### src/rtl/handshake_pkg.sv
// Shared types and sizing helpers for the four-phase req/ack handshake pair.
package handshake_pkg;

  typedef enum logic [1:0] {
    IDLE    = 2'd0,
    REQ     = 2'd1,
    RELEASE = 2'd2
  } hs_state_t;

  // Phase counter width for a given timeout limit; never narrower than 1 bit.
  function automatic int tmo_width(input int limit);
    int w;
    w = $clog2(limit + 1);
    return (w < 1) ? 1 : w;
  endfunction

endpackage

### src/rtl/hs_timer.sv
// Saturating per-phase wait counter; flags the last allowed cycle of a phase.
module hs_timer
  import handshake_pkg::*;
#(
  parameter int LIMIT = 255,
  parameter int WIDTH = tmo_width(LIMIT)
) (
  input  logic clk,
  input  logic rst,
  input  logic clear,
  input  logic enable,
  output logic expired
);

  localparam logic [WIDTH-1:0] LAST = (LIMIT == 0) ? '0 : WIDTH'(LIMIT - 1);

  logic [WIDTH-1:0] cnt;

  always_ff @(posedge clk) begin
    if (rst || clear)
      cnt <= '0;
    else if (enable && (cnt != '1))
      cnt <= cnt + WIDTH'(1);
  end

  // LIMIT of zero disables expiry entirely.
  assign expired = (LIMIT != 0) && (cnt == LAST);

endmodule

### src/rtl/handshake_initiator.sv
// Initiating side of a four-phase req/ack handshake fed by a valid/ready stream,
// with per-phase timeout so a stalled responder cannot hang upstream.
module handshake_initiator
  import handshake_pkg::*;
#(
  parameter int WIDTH   = 8,
  parameter int TIMEOUT = 255
) (
  input  logic             clk,
  input  logic             rst,
  input  logic             in_valid,
  output logic             in_ready,
  input  logic [WIDTH-1:0] in_data,
  output logic             req,
  output logic [WIDTH-1:0] data_out,
  input  logic             ack,
  output logic             busy,
  output logic             done,
  output logic             timeout
);

  hs_state_t        state, state_n;
  logic             req_n, done_n, tmo_n, abort, abort_n;
  logic [WIDTH-1:0] data_n;
  logic             t_clear, t_en, t_expired;

  hs_timer #(.LIMIT(TIMEOUT)) u_timer (
    .clk    (clk),
    .rst    (rst),
    .clear  (t_clear),
    .enable (t_en),
    .expired(t_expired)
  );

  // A lingering ack from an aborted transfer blocks new accepts.
  assign in_ready = (state == IDLE) && !ack;
  assign busy     = (state != IDLE);

  always_comb begin
    state_n = state;
    req_n   = req;
    data_n  = data_out;
    done_n  = 1'b0;
    tmo_n   = 1'b0;
    abort_n = abort;
    t_clear = 1'b0;
    t_en    = 1'b0;
    unique case (state)
      IDLE: begin
        if (in_valid && in_ready) begin
          data_n  = in_data;
          req_n   = 1'b1;
          t_clear = 1'b1;
          state_n = REQ;
        end
      end
      REQ: begin
        if (ack) begin
          req_n   = 1'b0;
          t_clear = 1'b1;
          state_n = RELEASE;
        end else if (t_expired) begin
          req_n   = 1'b0;
          tmo_n   = 1'b1;
          abort_n = 1'b1;
          t_clear = 1'b1;
          state_n = RELEASE;
        end else begin
          t_en = 1'b1;
        end
      end
      RELEASE: begin
        if (!ack) begin
          done_n  = !abort;
          abort_n = 1'b0;
          t_clear = 1'b1;
          state_n = IDLE;
        end else if (t_expired) begin
          tmo_n   = 1'b1;
          abort_n = 1'b0;
          t_clear = 1'b1;
          state_n = IDLE;
        end else begin
          t_en = 1'b1;
        end
      end
      default: state_n = IDLE;
    endcase
  end

  always_ff @(posedge clk) begin
    if (rst) begin
      state    <= IDLE;
      req      <= 1'b0;
      data_out <= '0;
      done     <= 1'b0;
      timeout  <= 1'b0;
      abort    <= 1'b0;
    end else begin
      state    <= state_n;
      req      <= req_n;
      data_out <= data_n;
      done     <= done_n;
      timeout  <= tmo_n;
      abort    <= abort_n;
    end
  end

endmodule

### config.mk
export PLATFORM = sky130hd
export DESIGN_NAME = handshake_initiator
export DESIGN_NICKNAME = d
export VERILOG_FILES = /design/src/rtl/handshake_pkg.sv /design/src/rtl/hs_timer.sv /design/src/rtl/handshake_initiator.sv
export SDC_FILE = /design/constraint.sdc
export NUM_CORES = 1
export LEC_CHECK = 0
export ABC_AREA = 1
export BUFFER_PORTS_ARGS = -buffer_cell sky130_fd_sc_hd__buf_2
export CAP_MARGIN = 30
export CORE_MARGIN = 2
export CORE_UTILIZATION = 35
export DETAILED_ROUTE_END_ITERATION = 16
export PLACE_DENSITY = 0.64
export REMOVE_ABC_BUFFERS = 1
export SLEW_MARGIN = 15
export SYNTH_ARGS = -nofsm -noshare
export SYNTH_HDL_FRONTEND = slang
export SYNTH_SLANG_ARGS = --single-unit
### constraint.sdc
create_clock -name clk -period 3.5 [get_ports clk]
set_input_delay 0.525 -clock clk [delete_from_list [all_inputs] [get_ports clk]]
set_output_delay 0.525 -clock clk [all_outputs]
set_load 0.01 [all_outputs]
==> impl_metrics.json, run 1 <==
{
  "synth_fa_ha_area_share_pct": 7.592,
  "ys_seq_elements": 22,
  "cts_max_level": 1,
  "ys_warn_count": 0,
  "die_w_um": 61.41,
  "grt_max_degree": 14,
  "diodes": 0,
  "cts.sinks": 22,
  "drt_iter0_markers": 18,
  "vias": 985,
  "yosys.area.top_type_share_pct": 38.18,
  "overflow": 0,
  "netlist_instances": 161,
  "p_clk_share_pct": 28.7,
  "worstMarginPinSlew_ns": 0.3420,
  "antenna_found_initial": 0,
  "io_buffer_count": 24,
  "ios": 25,
  "end_kind": "output port",
  "min_path_type": "register to register",
  "grt_setup_unrepaired": "no",
  "seqPwrFrac_pct": 42.3,
  "syn_avg_cell_area_um2": 7.165,
  "routed_wirelength_um": 2119,
  "cp_common_cell": "inv_1",
  "synthToLayoutAreaGrowth_pct": 18.00,
  "core-area_um2": 3103,
  "vias_per_cell": 4.283,
  "fin_area_um2": 1361,
  "cts_root_buf": "clkbuf_4",
  "setup_violations": 0,
  "synth_ff_type": "dfxtp_1",
  "rows": 20,
  "cts.hold.buffers_added": 0,
  "ant_nets": 0,
  "maxSlewHeadroom_pct": 77.14,
  "swShare_pct": 31.91,
  "placed_area_um2": 1309,
  "clock_latency_ns": 0.31,
  "hold_violations": 0,
  "yosys.area.top_type": "dfxtp_1",
  "cp.arrival_ns": 1.29,
  "grt_first_pass_wirelength_um": 3739,
  "post_cts_buffers": 0,
  "p_switching_w": 0.0002172,
  "cts_buffers": 3,
  "cp_max_fo": 4,
  "critPathKind": "register to output port",
  "tns_ns": 0,
  "synth_area_leaders": "dfxtp_1, nand2_1, ha_1",
  "cp_slowest_cell": "dfxtp_1",
  "synth_compound_area_share_pct": 12.26,
  "clkTransAtPathRegs_ns": 0.12,
  "peakVddDrop_uv": 235.1,
  "dpl.hpwl_um": 1657,
  "synth_top_family_by_area": "simple AND/OR/NAND/NOR gates",
  "period_share_pct": 51.84,
  "cap_viol_max_count": 0,
  "grt_pass1_vias": 893,
  "synthXorXnorAreaFrac_pct": 3.037,
  "max_freq_ghz": 0.5512,
  "initial_utilization_pct": 37.18,
  "grt.total_usage_pct": 13.13,
  "post_drt_wl_per_cell_um": 9.213,
  "yosys-top-cells-count": "nand2_1, inv_1, dfxtp_1, a21oi_1, nor2_1",
  "finalClockSkew_ns": 0.001966,
  "drive_above_1_share_pct": 22.58,
  "p_int_w": 0.0004635,
  "finalMaxSlewViolations": 0,
  "status": "complete, no violations",
  "path_cells": "inv_1 -> ha_1 -> inv_1 -> nor2_1 -> buf_2",
  "clk_path_buf_depth": 2,
  "drt_pass1_iterations": 4,
  "cts_tree": "done",
  "slowest_delay_ns": 0.35,
  "layout_min_cycle_time_ns": 1.814,
  "power.share.combinational_pct": 29.0,
  "synth_most_common_cell": "nand2_1",
  "synth_area_um2": 1154,
  "ctsResizeCount": 0,
  "p_per_area_nw_per_um2": 500.0,
  "synthDistinctLibCells": 25,
  "die_area_um2": 3771,
  "drcViolationCount": 0,
  "synth-edff-count": 0,
  "crit_required_ns": 2.97,
  "synthMuxAreaShare_pct": 0,
  "place.gp.congestion": 0.7785,
  "synthSimpleGateAreaFrac_pct": 29.07,
  "leakage_nw": 0.6015,
  "layout.nets": 206,
  "startpoint_type": "register",
  "synthArstFlopShare_pct": 0,
  "ys_seq_area_share_pct": 38.18,
  "die_h_um": 61.41
}
power groups by stage:
stage	logic, W	clock network [W]	registers (W)
after CTS	0.000201	0.000202	0.000288
after global routing	0.000229	0.000215	0.000292
after detailed placement	0.000199	0	0.000294
after floorplan	0.000133	0	0.000299
final	0.000197	0.000195	0.000288
after global placement	0.000197	0	0.000294
layout make-up:
| type | count | area, µm² |
|---|---|---|
| timing repair buffer | 24 | 120.1 |
| multi-input combinational | 111 | 599.3 |
| sequential | 22 | 440.4 |
| clock inverter | 1 | 30.03 |
| clock buffer | 3 | 22.52 |
| inverter | 25 | 93.84 |
| tap | 44 | 55.05 |
| fill | 355 | 1742 |
worst paths after layout:
check                             start  slack [ns]               endpoint  cells past startpoint
setup / recovery  state[0]$_SDFFE_PP0P_        1.69               in_ready                      5
hold / removal       abort$_SDFFE_PP0P_        0.43        done$_SDFF_PP0_                      1
setup reg to reg  state[0]$_SDFFE_PP0P_        1.72  state[0]$_SDFFE_PP0P_                      9
hold reg to reg      abort$_SDFFE_PP0P_        0.43        done$_SDFF_PP0_                      1
cell families (layout without fill, tap and decap cells):
group	after synthesis	count (layout)
xor+xnor	4	4
fa+ha+maj	7	7
flops	22	22
buf+inv	28	53
simple gates	75	75
compound gates	25	25
critical path: cells and delay by family, from the launching register on:
| family | cells | cell delay, ns |
|---|---|---|
| buffers and inverters | 3 | 0.33 |
| adders and majority gates | 1 | 0.18 |
| DFF | 1 | 0.35 |
| and+or+nand+nor | 1 | 0.11 |
stage by stage:
step | std cells | setup slack, ns | utilization (%) | hold slack, ns | total power, W
floorplan | 158 | 1.812 | - | 0.3899 | 0.0004317
global placement | 226 | 1.777 | 42.18 | 0.4186 | 0.0004910
detailed placement | 226 | 1.720 | 42.18 | 0.4054 | 0.0004931
CTS | 230 | 1.673 | 43.87 | 0.4353 | 0.0006913
global route | 230 | 1.438 | 43.87 | 0.4241 | 0.0007356
finish | 230 | 1.686 | 43.87 | 0.4316 | 0.0006807
cell usage in the layout, fill, tap and decap left out, types with 4 or more instances in the layout:
master	count
inv_1	23
a21oi_1	14
nor2_1	14
nand3_1	4
dfxtp_1	22
buf_2	24
nand2_1	41
o21ai_0	5
nand2_2	6
ha_1	7
o21ai_1	4
layer usage:
metal  vias up  share of wire, %  track usage, %
li1        547                 -               -
met1       417                49           18.45
met4         0              0.66           3.647
met5         -                 0               0
met3         2               4.8           3.151
met2        19                45           20.21
registers in the layout (all words and copies together) (netlist names):
name / cells
data_out: 8
done: 1
abort: 1
state: 2
u_timer.cnt: 8
req: 1
timeout: 1
No activity file was read; power rests on OpenSTA's default activity.
==> run 2, diff against run 1 <==
--- a/config.mk
+++ b/config.mk
@@ -11,7 +11,7 @@
 export CORE_MARGIN = 2
 export CORE_UTILIZATION = 35
 export DETAILED_ROUTE_END_ITERATION = 16
-export PLACE_DENSITY = 0.64
+export PLACE_DENSITY = 0.66
 export REMOVE_ABC_BUFFERS = 1
 export SLEW_MARGIN = 15
 export SYNTH_ARGS = -nofsm -noshare
==> constraint.sdc (replaced) <==
create_clock -name clk -period 1.56 [get_ports clk]
set_input_delay 0.234 -clock clk [delete_from_list [all_inputs] [get_ports clk]]
set_output_delay 0.234 -clock clk [all_outputs]
set_load 0.01 [all_outputs]
==> run 2 against run 1 <==
  * Die area did not move
  * Sequential share of layout area fell by 2.0 points
  * Wire length rose by 3.4%
  * Setup slack got worse by 1.6 ns
  * Via count rose by 4.7%
  * Combinational power rose to 2.7 times the previous value
  * Register-to-register slack got worse by 1.6 ns
==> impl_metrics.json, run 2 (same netlist as run 1, synthesis figures left out) <==
{
  "crit_required_ns": 1.33,
  "end_kind": "output port",
  "layout.nets": 217,
  "die_h_um": 61.41,
  "r2r_cells": 7,
  "cts.sinks": 22,
  "period_share_pct": 95.04,
  "layout_commonest_cell": "nand2_1",
  "drive_above_1_share_pct": 31.47,
  "hold_violations": 0,
  "setup_violations": 0,
  "vias": 1031,
  "dpl.hpwl_um": 1670,
  "status": "complete, no violations",
  "cp_max_fo": 4,
  "r2r_start": "state[1]$_SDFFE_PP0P_",
  "ant_nets": 0,
  "clk_path_buf_depth": 2,
  "startpoint_type": "register",
  "io_buffer_count": 24,
  "drt_pass1_iterations": 4,
  "antenna_found_initial": 0,
  "reg.largest.list": "data_out x8, u_timer.cnt x8, state x2",
  "crit_path_end": "busy",
  "startpoint": "state[0]$_SDFFE_PP0P_",
  "cts_max_level": 1,
  "drt_iter0_markers": 30,
  "core-area_um2": 3103,
  "rows": 20,
  "r2r_slack_ns": 0.10,
  "grt.total_usage_pct": 14.11,
  "initial_utilization_pct": 37.18,
  "totalPowerFinal_w": 0.001621,
  "max_freq_ghz": 0.6745,
  "cts_tree": "done",
  "drcViolationCount": 0,
  "die_area_um2": 3771,
  "worstMarginPinSlew_ns": 0.2323,
  "diodes": 0,
  "cts_root_buf": "clkbuf_4",
  "min_path_cells": 3,
  "clock_latency_ns": 0.31,
  "critPathKind": "register to output port",
  "clkTransAtPathRegs_ns": 0.13,
  "p_per_area_nw_per_um2": 1105,
  "final_cell_mix": "nand2_1, buf_2, inv_1, dfxtp_1, a21oi_1",
  "reg2reg_to": "u_timer.cnt[5]$_SDFFE_PP0P_",
  "grt_first_pass_wirelength_um": 3912,
  "finalClockSkew_ns": 0.001507,
  "synthToLayoutAreaGrowth_pct": 27.12,
  "ios": 25,
  "peakVddDrop_uv": 587.8,
  "routed_wirelength_um": 2191,
  "leakage_nw": 0.6622,
  "tns_ns": 0,
  "finalMaxSlewViolations": 0,
  "cts_buffers": 3,
  "post_drt_wl_per_cell_um": 9.091,
  "nFillCells": 342,
  "grt_pass1_vias": 906,
  "place.gp.congestion": 0.8651,
  "grt_max_degree": 14,
  "vias_per_cell": 4.278,
  "maxSlewHeadroom_pct": 84.37,
  "min_path_type": "primary input to register",
  "layout_min_cycle_time_ns": 1.483,
  "cp.arrival_ns": 1.25,
  "cap_viol_max_count": 0,
  "die_w_um": 61.41,
  "overflow": 0,
  "cts.hold.buffers_added": 0
}
==> run 2: repair_timing <==
item | 4_1_cts | 5_1_grt
setup buffers | 0 | 2
resized for setup | 4 | 8
pin swaps | 0 | 5
setup endpoints to repair | 2 | 18
==> run 2: stage by stage <==
step | area, µm² | std cells | setup slack (ns) | hold slack (ns) | util, %
finish | 1466 | 241 | 0.07735 | 0.1436 | 47.26
global route | 1466 | 241 | -0.02563 | 0.1084 | 47.26
CTS | 1444 | 239 | 0.02647 | 0.1357 | 46.53
detailed placement | 1376 | 235 | 0.02004 | 0.4097 | 44.35
global placement | 1376 | 235 | 0.03799 | 0.4147 | 44.35
floorplan | 1134 | 158 | -0.1276 | 0.3031 | -
==> run 2: routing by layer <==
| layer | track usage, % | share of wire, % | wire, µm |
|---|---|---|---|
| met4 | 4.559 | 0.73 | 16 |
| met1 | 18.79 | 50 | 1102 |
| met3 | 4.412 | 5.3 | 116 |
| met2 | 21.88 | 44 | 956 |
| met5 | 0 | 0 | 0 |
==> run 2: layout make-up <==
class	count	area, µm²	area share (%)
Clock buffer	3	22.52	1.536
Clock inverter	1	30.03	2.048
Inverter	25	93.84	6.399
Multi-Input combinational cell	111	616.8	42.06
Sequential cell	22	445.4	30.38
Tap cell	44	55.05	3.754
Timing Repair Buffer	35	202.7	13.82
==> run 2: worst min path at each step <==
stage / from / end / slack [ns]
floorplan: rst / data_out[0]$_SDFFE_PP0P_ / 0.30
global placement: abort$_SDFFE_PP0P_ / done$_SDFF_PP0_ / 0.41
detailed placement: abort$_SDFFE_PP0P_ / done$_SDFF_PP0_ / 0.41
CTS: in_data[3] / data_out[3]$_SDFFE_PP0P_ / 0.14
global route: in_data[3] / data_out[3]$_SDFFE_PP0P_ / 0.11
finish: in_data[0] / data_out[0]$_SDFFE_PP0P_ / 0.14
==> run 2: report_power, final <==
part	leakage, nW	internal (W)	total [W]	switching, W
logic	0.454	0.000226	0.000524	0.000298
registers	0.180	0.000619	0.000654	0.0000347
clock network	0.0279	0.000260	0.000443	0.000183
total	0.662	0.00110	0.00162	0.000516
==> run 2: critical path, stage by stage (launching register included) <==
cell,delay (ns)
dfxtp_2,0.37
inv_2,0.06
ha_1,0.22
inv_2,0.07
buf_4,0.10
buf_2,0.12
==> run 3, diff against run 2 <==
--- a/config.mk
+++ b/config.mk
@@ -12,6 +12,7 @@
 export CORE_UTILIZATION = 35
 export DETAILED_ROUTE_END_ITERATION = 16
 export PLACE_DENSITY = 0.66
+export RECOVER_POWER = 50
 export REMOVE_ABC_BUFFERS = 1
 export SLEW_MARGIN = 15
 export SYNTH_ARGS = -nofsm -noshare
==> run 3 against run 2 <==
  * Clock skew barely moved
  * Die area did not move
  * Final cell count did not move
  * Global-route usage did not move
  * Cell area fell by 0.94%
  * Count of clock-buffer cells in the layout did not move
  * Critical endpoint unchanged
  * Highest routed layer unchanged
==> impl_metrics.json, run 3 (same netlist as run 1, synthesis figures left out) <==
{
  "post_drt_wl_per_cell_um": 9.083,
  "min_path_type": "primary input to register",
  "p_switching_w": 0.0005166,
  "rows": 20,
  "layout_min_cycle_time_ns": 1.483,
  "io_buffer_count": 24,
  "cp.arrival_ns": 1.25,
  "fin_area_um2": 1453,
  "cap_viol_max_count": 0,
  "path_cells": "inv_2 -> ha_1 -> inv_2 -> buf_4 -> buf_2",
  "ios": 25,
  "end_kind": "output port",
  "grt_first_pass_wirelength_um": 3912,
  "cts_root_buf": "clkbuf_4",
  "clock_latency_ns": 0.31,
  "cts_tree": "done",
  "die_w_um": 61.41,
  "cts.sinks": 22,
  "max_freq_ghz": 0.6745,
  "startpoint_type": "register",
  "initial_utilization_pct": 37.18,
  "antenna_found_initial": 0,
  "die_area_um2": 3771,
  "cp_common_cell": "inv_2",
  "cts.hold.buffers_added": 0,
  "hold_violations": 0,
  "seqCellArea_um2": 445.4,
  "routed_wirelength_um": 2189,
  "nFillCells": 341,
  "post-route-util_pct": 46.81,
  "power.share.combinational_pct": 31.9,
  "p_per_area_nw_per_um2": 1111,
  "cts_buffers": 3,
  "grt_pass1_vias": 906,
  "drt_pass1_iterations": 4,
  "cp_slowest_cell": "dfxtp_2",
  "layout_commonest_cell": "nand2_1",
  "seqPwrFrac_pct": 40.6,
  "cp_max_fo": 4,
  "dpl.hpwl_um": 1670,
  "vias": 1033,
  "maxSlewHeadroom_pct": 84.37,
  "grt_max_degree": 14,
  "grt.total_usage_pct": 14.11,
  "ant_nets": 0,
  "status": "complete, no violations",
  "hold-worst-slack_ns": 0.1430,
  "reg.largest.list": "data_out x8, u_timer.cnt x8, state x2",
  "overflow": 0,
  "multiInputGateArea_um2": 616.8,
  "slowest_delay_ns": 0.37,
  "crit_required_ns": 1.33,
  "setup_violations": 0,
  "p_clk_share_pct": 27.5,
  "period_share_pct": 95.04,
  "placed_area_um2": 1376,
  "final_cell_mix": "nand2_1, inv_1, dfxtp_1, a21oi_1",
  "drcViolationCount": 0,
  "finalClockSkew_ns": 0.001055,
  "layout.nets": 217,
  "clkTransAtPathRegs_ns": 0.13,
  "vias_per_cell": 4.286,
  "peakVddDrop_uv": 587.8,
  "drive_above_1_share_pct": 25.89,
  "critPathKind": "register to output port",
  "p_int_w": 0.001097,
  "swShare_pct": 32.02,
  "finalMaxSlewViolations": 0,
  "cts_max_level": 1,
  "core-area_um2": 3103,
  "die_h_um": 61.41,
  "place.gp.congestion": 0.8651,
  "leakage_nw": 0.6158,
  "synthToLayoutAreaGrowth_pct": 25.92,
  "worstMarginPinSlew_ns": 0.2323,
  "drt_iter0_markers": 31,
  "diodes": 0,
  "clk_path_buf_depth": 2
}
## run 3: cell count changes in the layout (fill, tap and decap cells not counted), sizes merged
cell | previous run | this run
buf | 35 | 24
clkbuf | 3 | 14
## run 3: final timing paths
check                                      startpoint                          end  slack (ns)  cells past startpoint
worst max-delay path            state[0]$_SDFFE_PP0P_                         busy        0.08                      5
worst min-delay path                       in_data[0]     data_out[0]$_SDFFE_PP0P_        0.14                      3
worst max register to register  state[1]$_SDFFE_PP0P_  u_timer.cnt[5]$_SDFFE_PP0P_        0.10                      7
worst min register to register     abort$_SDFFE_PP0P_              done$_SDFF_PP0_        0.44                      1
## run 3: repair_timing
action	in CTS	in global routing
setup buffers	0	2
pin swaps	0	5
setup endpoints to repair	2	18
gates cloned	0	0
resized for setup	4	8
## run 3: metrics by stage
stage / setup TNS, ns / power [W] / setup slack (ns) / std cells
2_1_floorplan: -0.4747 / 0.0009685 / -0.1276 / 158
3_3_place_gp: 0 / 0.001152 / 0.03799 / 235
3_5_place_dp: 0 / 0.001151 / 0.02004 / 235
4_1_cts: 0 / 0.001616 / 0.02647 / 239
5_1_grt: -0.1451 / 0.001739 / -0.02563 / 241
6_report: 0 / 0.001614 / 0.07737 / 241
## run 3: cell type report
cell class,count,area share [%]
tap,44,3.790
multi-input combinational,111,42.46
clock inverter,1,2.067
inverter,25,6.460
sequential,22,30.66
clock buffer,3,1.550
timing repair buffer,35,13.01
## run 3: routing by layer
metal | up-vias | wire length, µm | share of wire (%) | track usage (%)
li1 | 576 | - | - | -
met1 | 429 | 1102 | 50 | 18.79
met2 | 26 | 965 | 44 | 21.88
met3 | 2 | 104 | 4.8 | 4.412
met4 | 0 | 16 | 0.73 | 4.559
met5 | - | 0 | 0 | 0
## run 3: power by group through the flow
stage	clock (W)	sequential, W	combinational [W]
global placement	0	0.000657	0.000495
floorplan	0	0.000670	0.000298
finish	0.000444	0.000655	0.000515
global route	0.000494	0.000660	0.000585
CTS	0.000460	0.000650	0.000507
detailed placement	0	0.000658	0.000493
## run 3: worst max-delay path, delay by kind of cell, from the launching register on
kind	cells	cell delay (ns)
buffers and inverters	4	0.35
adder cells (fa/ha/maj)	1	0.22
flip-flops	1	0.37
